==> config.mk <==
export PLATFORM = sky130hd
export DESIGN_NAME = eth_rx_filter
export DESIGN_NICKNAME = d
export VERILOG_FILES = /design/src/rtl/eth_rx_filter.sv
export SDC_FILE = /design/constraint.sdc
export NUM_CORES = 1
export LEC_CHECK = 0
export ABC_AREA = 1
export CAP_MARGIN = 20
export CORE_MARGIN = 4
export CORE_UTILIZATION = 55
export CTS_CLUSTER_DIAMETER = 200
export DETAILED_ROUTE_END_ITERATION = 7
export GPL_ROUTABILITY_DRIVEN = 1
export PLACE_DENSITY = 0.74
export SETUP_SLACK_MARGIN = 0.3
export SLEW_MARGIN = 10
export SYNTH_ARGS = -nofsm -noshare
export SYNTH_HDL_FRONTEND = slang
export SYNTH_SLANG_ARGS = --single-unit
==> constraint.sdc <==
create_clock -name clk -period 2.2 [get_ports clk]
set_clock_uncertainty 0.2 [all_clocks]
set_input_delay 0.44 -clock clk [delete_from_list [all_inputs] [get_ports clk]]
set_output_delay 0.44 -clock clk [all_outputs]
set_load 0.02 [all_outputs]
==> src/rtl/eth_rx_filter.sv <==
// Ethernet receive filter: checks destination MAC and EtherType, buffers one payload,
// and replays it to udpip_rx only after the frame has completed without error.
module eth_rx_filter #(
   parameter logic [47:0] LOCAL_MAC    = 48'h02_00_00_00_00_01,
   parameter bit          ACCEPT_BCAST = 1'b1,
   parameter logic [15:0] ETHERTYPE    = 16'h0800,
   parameter int          MAX_PAYLOAD  = 64
) (
   input  logic        clk,
   input  logic        rst_n,
   input  logic [7:0]  mac_rx_data,
   input  logic        mac_rx_valid,
   input  logic        mac_rx_last,
   input  logic        mac_rx_error,
   output logic [7:0]  udp_rx,
   output logic        udp_rx_valid,
   output logic        udp_rx_first,
   output logic        udp_rx_last,
   output logic [7:0]  udp_rx_len,
   output logic [15:0] cnt_ok,
   output logic [15:0] cnt_drop_addr,
   output logic [15:0] cnt_drop_type,
   output logic [15:0] cnt_drop_err
);

   localparam logic [2:0] S_IDLE    = 3'd0;
   localparam logic [2:0] S_HDR     = 3'd1;
   localparam logic [2:0] S_PAYLOAD = 3'd2;
   localparam logic [2:0] S_DROP    = 3'd3;
   localparam logic [2:0] S_OUT     = 3'd4;

   localparam int         AW      = (MAX_PAYLOAD > 1) ? $clog2(MAX_PAYLOAD) : 1;
   localparam logic [7:0] MAX_LEN = 8'(MAX_PAYLOAD);

   logic [2:0]  state, state_nx;
   logic        in_frame, in_frame_nx;
   logic        frame_start;
   logic [3:0]  hdr_idx;
   logic [47:0] dst;
   logic [7:0]  type_hi;
   logic [7:0]  len;
   logic [7:0]  rd_idx;
   logic [7:0]  out_len;
   logic        dst_ok, type_ok;
   logic        inc_ok, inc_addr, inc_type, inc_err;
   logic        wr_en;
   logic [7:0]  buffer [0:MAX_PAYLOAD-1];

   // Frame boundaries are tracked regardless of FSM state so a busy frame's tail is recognised.
   assign in_frame_nx = mac_rx_valid ? !mac_rx_last : in_frame;
   assign frame_start = mac_rx_valid && !in_frame;

   assign dst_ok  = (dst == LOCAL_MAC) || (ACCEPT_BCAST && (&dst));
   assign type_ok = ({type_hi, mac_rx_data} == ETHERTYPE);

   always_comb begin
      state_nx = state;
      inc_ok   = 1'b0;
      inc_addr = 1'b0;
      inc_type = 1'b0;
      inc_err  = 1'b0;
      wr_en    = 1'b0;
      case (state)
         S_IDLE: begin
            if (frame_start) begin
               if (mac_rx_last) inc_err  = 1'b1;
               else             state_nx = S_HDR;
            end
         end
         S_HDR: begin
            if (mac_rx_valid) begin
               if (mac_rx_last) begin
                  inc_err  = 1'b1;
                  state_nx = S_IDLE;
               end else if (hdr_idx == 4'd13) begin
                  if (!dst_ok) begin
                     inc_addr = 1'b1;
                     state_nx = S_DROP;
                  end else if (!type_ok) begin
                     inc_type = 1'b1;
                     state_nx = S_DROP;
                  end else begin
                     state_nx = S_PAYLOAD;
                  end
               end
            end
         end
         S_PAYLOAD: begin
            if (mac_rx_valid) begin
               if (len == MAX_LEN) begin
                  inc_err  = 1'b1;
                  state_nx = mac_rx_last ? S_IDLE : S_DROP;
               end else begin
                  wr_en = 1'b1;
                  if (mac_rx_last) begin
                     if (mac_rx_error) begin
                        inc_err  = 1'b1;
                        state_nx = S_IDLE;
                     end else begin
                        inc_ok   = 1'b1;
                        state_nx = S_OUT;
                     end
                  end
               end
            end
         end
         S_DROP: begin
            if (mac_rx_valid && mac_rx_last) state_nx = S_IDLE;
         end
         S_OUT: begin
            if (frame_start) inc_err = 1'b1;
            if (rd_idx == out_len - 8'd1) state_nx = in_frame_nx ? S_DROP : S_IDLE;
         end
         default: state_nx = S_IDLE;
      endcase
   end

   always_ff @(posedge clk or negedge rst_n) begin
      if (!rst_n) begin
         state         <= S_IDLE;
         in_frame      <= 1'b0;
         hdr_idx       <= 4'd0;
         dst           <= 48'd0;
         type_hi       <= 8'd0;
         len           <= 8'd0;
         rd_idx        <= 8'd0;
         out_len       <= 8'd0;
         cnt_ok        <= 16'd0;
         cnt_drop_addr <= 16'd0;
         cnt_drop_type <= 16'd0;
         cnt_drop_err  <= 16'd0;
      end else begin
         state    <= state_nx;
         in_frame <= in_frame_nx;

         if (state == S_IDLE && frame_start) begin
            hdr_idx <= 4'd1;
            dst     <= {dst[39:0], mac_rx_data};
         end else if (state == S_HDR && mac_rx_valid) begin
            hdr_idx <= hdr_idx + 4'd1;
            if (hdr_idx < 4'd6)   dst     <= {dst[39:0], mac_rx_data};
            if (hdr_idx == 4'd12) type_hi <= mac_rx_data;
         end

         if (state == S_HDR && state_nx == S_PAYLOAD) len <= 8'd0;
         else if (wr_en)                              len <= len + 8'd1;

         if (wr_en && mac_rx_last && !mac_rx_error) begin
            out_len <= len + 8'd1;
            rd_idx  <= 8'd0;
         end else if (state == S_OUT) begin
            rd_idx <= rd_idx + 8'd1;
         end

         // Counters stick at all-ones rather than wrapping.
         if (inc_ok   && cnt_ok        != 16'hFFFF) cnt_ok        <= cnt_ok + 16'd1;
         if (inc_addr && cnt_drop_addr != 16'hFFFF) cnt_drop_addr <= cnt_drop_addr + 16'd1;
         if (inc_type && cnt_drop_type != 16'hFFFF) cnt_drop_type <= cnt_drop_type + 16'd1;
         if (inc_err  && cnt_drop_err  != 16'hFFFF) cnt_drop_err  <= cnt_drop_err + 16'd1;
      end
   end

   always_ff @(posedge clk) begin
      if (wr_en) buffer[len[AW-1:0]] <= mac_rx_data;
   end

   // Outputs decode straight from state so an asynchronous reset silences them at once.
   assign udp_rx_valid = (state == S_OUT);
   assign udp_rx       = udp_rx_valid ? buffer[rd_idx[AW-1:0]] : 8'h00;
   assign udp_rx_first = udp_rx_valid && (rd_idx == 8'd0);
   assign udp_rx_last  = udp_rx_valid && (rd_idx == out_len - 8'd1);
   assign udp_rx_len   = out_len;

endmodule

==> flow_summary.ini <==
[outcome]
status = finished, violations left
violations = setup timing

[pwr]
cellLeakagePower_nw = 14.4
p_per_area_nw_per_um2 = 687
ir_drop_mv = 0.779

[synth]
synth_flop_cell = edfxtp_1
synth_top_area_cell = edfxtp_1
ys_types = 44
synth_seq_area_share = 0.684
syn_area_sq_um = 28000
synth_area_leaders = edfxtp_1 (55%), dfrtp_1 (14%), nor2_1 (6.2%)
syn_nets = 2553
synthCells = 2528
avgSynthCellArea_sq_um = 11.1
synthArstFlopShare = 0.229
ys_seq_elements = 664
synth_edf_count = 512
synthDominantCellAreaShare = 0.549
yosysWarnings = 0

[critical_path]
critical_path_class = reg -> out
cp-start-kind = flop
endpoint_kind = output port
worstPathArrival_ns = 2.92
critPathRequiredTime_ns = 1.56
critPathMaxFanout = 23

[floorplan]
die_h_um = 234
rows = 82
initial_core_util = 0.557
die_area_sq_um = 54600
coreArea_sq_um = 50300
die_width_um = 234
ios = 96

[clock_tree]
ctsRootBufferMaster = clkbuf_16
clock_sinks = 664
path_clk_slew_ns = 0.06
cts_tree = yes
clk_latency_ns = 0.60
cts_buffers = 69
htree_levels = 3
max-clock-path-buffers = 3

[routing]
wire_per_inst_um = 22.9
drcViolationCount = 0
vias = 22400
drtPass1Iterations = 6
drt_iter0_drc = 2714
vias_per_cell = 6.05
postRouteAntennaNets = 0
wl_um = 84700

[finish]
area_growth_pct = 32.6
fin_nets = 2999
drive_gt1_frac = 0.306
fin_cells = 3697
multi_input_area_sq_um = 9410
fill_cells = 2934
antenna_cells = 0
seq_area_sq_um = 19200

[place]
dpl.cell_count = 3465
gp_congestion = 0.937
dp_hpwl_um = 48300
port_buffers = 95

[global_routing]
overflow = 0
grt_use_total = 0.298
grt_pass1_wl_um = 125000
grt_pass1_vias = 22100
grt_max_degree = 65
antenna_found_initial = 0

[timing]
max-slew-margin-rel = 0.438
setup_violations = 577
setup_ws_ns = -1.36
hold_viol_final = 0
min_period_over_period = 1.62
fin_crit_ns = 3.56
timing.hold.ws_ns = 0.0664
fmax_ghz = 0.281
timing.setup.tns_ns = -49.89
finalMaxSlewViolations = 0
rsz0062_at_grt = yes
tightest_slew_ns = 0.843

[hold_path]
min_path_type = in -> async

[flow_run]
drv_cap = 0
layer usage:
layer / track usage / vias up / part of all wire
met5: 0 / - / 0
met4: 0.143 / 0 / 0.051
met3: 0.0649 / 298 / 0.10
met2: 0.487 / 1426 / 0.49
met1: 0.383 / 10900 / 0.36
li1: - / 9773 / -
per-stage QoR:
step	instance area [sq um]	worst slack, ns	total power (W)	utilization
CTS	36200	-1.21	0.0255	0.721
finish	37100	-1.36	0.0255	0.739
detailed placement	32300	-1.17	0.0147	0.642
global placement	32300	-1.14	0.0146	0.642
global route	37100	-1.42	0.0262	0.739
floorplan	28600	-0.0872	0.0141	-
cell usage after synthesis, types with 8 or more instances:
master    instances
a21oi_1          47
nor3_1           45
o21ai_0         331
o22ai_1         130
buf_2            28
ha_1             12
inv_2            10
xnor2_1          12
inv_1           129
nor2_2           12
nand2_1         338
dfrtp_1         152
clkbuf_1         87
edfxtp_1        512
xor2_1           51
nand4_1          24
o21ai_1           9
nor2_1          462
nand3_1          67
a22o_1            8
cells by family (layout without fill, tap and decap cells):
group	count (synthesis)	in the layout	synth area share
AOI/OAI and AO/OA	536	536	0.104
xor gates and xnor gates	63	63	0.0197
adders and majority gates	12	12	0.00536
buffers and inverters	258	755	0.0361
DFF	664	664	0.684
muxes	7	7	0.00281
and+or+nand+nor	988	988	0.148
final cells by class:
class / count / share of cell area
Sequential cell: 664 / 0.517
Multi-Input combinational cell: 1606 / 0.253
Timing Repair Buffer: 492 / 0.135
Clock buffer: 95 / 0.0505
Tap cell: 672 / 0.0226
Inverter: 140 / 0.0161
Clock inverter: 27 / 0.00539
Timing Repair inverter: 1 / 0.000236
sequential cells by signal (all words and copies together) (netlist names):
register,count
dst,48
len,8
cnt_drop_type,16
hdr_idx,4
type_hi,8
udp_rx_len,8
in_frame,1
cnt_drop_addr,16
rd_idx,8
buffer,512
cnt_ok,16
cnt_drop_err,16
state,3
power breakdown:
group          total [W]  switching (W)  leakage, nW  internal [W]
clock network     0.0110        0.00489        0.981       0.00612
registers         0.0136      0.0000560         6.47        0.0136
logic           0.000874       0.000565         6.92      0.000309
total             0.0255        0.00551         14.4        0.0200
worst max-delay path: stages (launching register included):
cell and delay (ns):
dfrtp_4 0.58, inv_12 0.13, buf_8 0.16, buf_12 0.17, o21ai_0 0.12, o22ai_1 0.27, nand2_1 0.11, nand2_1 0.11
o21ai_2 0.08, o21ai_2 0.12, nor3_4 0.07, nor2_2 0.22, buf_6 0.16
worst paths after layout:
path	from	to	slack, ns	cells past startpoint
max	rd_idx[0]$_DFFE_PN0P_	udp_rx[2]	-1.36	12
min	rst_n	dst[41]$_DFFE_PN0P_	0.07	2
max reg2reg	rd_idx[0]$_DFFE_PN0P_	len[0]$_DFFE_PN0P_	-0.63	15
min reg2reg	type_hi[7]$_DFFE_PN0P_	type_hi[7]$_DFFE_PN0P_	0.29	2
max in group asynchronous	rst_n	cnt_ok[12]$_DFFE_PN0P_	1.15	3
min in group clk	mac_rx_data[6]	dst[6]$_DFFE_PN0P_	0.12	4
timing repair:
| action | CTS | global route |
|---|---|---|
| hold endpoints to repair | 158 | 0 |
| buffers inserted | 69 | 23 |
| endpoints found under the setup margin | 726 | 694 |
| hold buffers | 2 | 0 |
| pin swaps | 89 | 63 |
| gates cloned | 10 | 6 |
| gates resized for setup | 725 | 190 |
cell usage in the layout (no fill, tap or decap), types with 10 or more instances in the layout:
master	n
edfxtp_1	512
nor2_1	356
nand2_1	301
o21ai_0	242
buf_4	233
dfrtp_1	139
o22ai_1	120
inv_1	112
buf_6	111
nor2_4	84
clkbuf_16	75
o21ai_1	69
buf_2	64
xor2_1	50
buf_12	49
nand3_1	46
nor2_2	39
nand2_2	33
o21ai_2	27
a21oi_1	26
nand4_1	24
clkbuf_1	22
nor3_1	20
nor3_2	19
inv_2	18
a21oi_2	18
nand3_2	17
xnor2_1	12
nand2_4	11
dfrtp_2	11
buf_8	11
nor3_4	10
o22ai_2	10
Power figures use the tool's default switching activity.
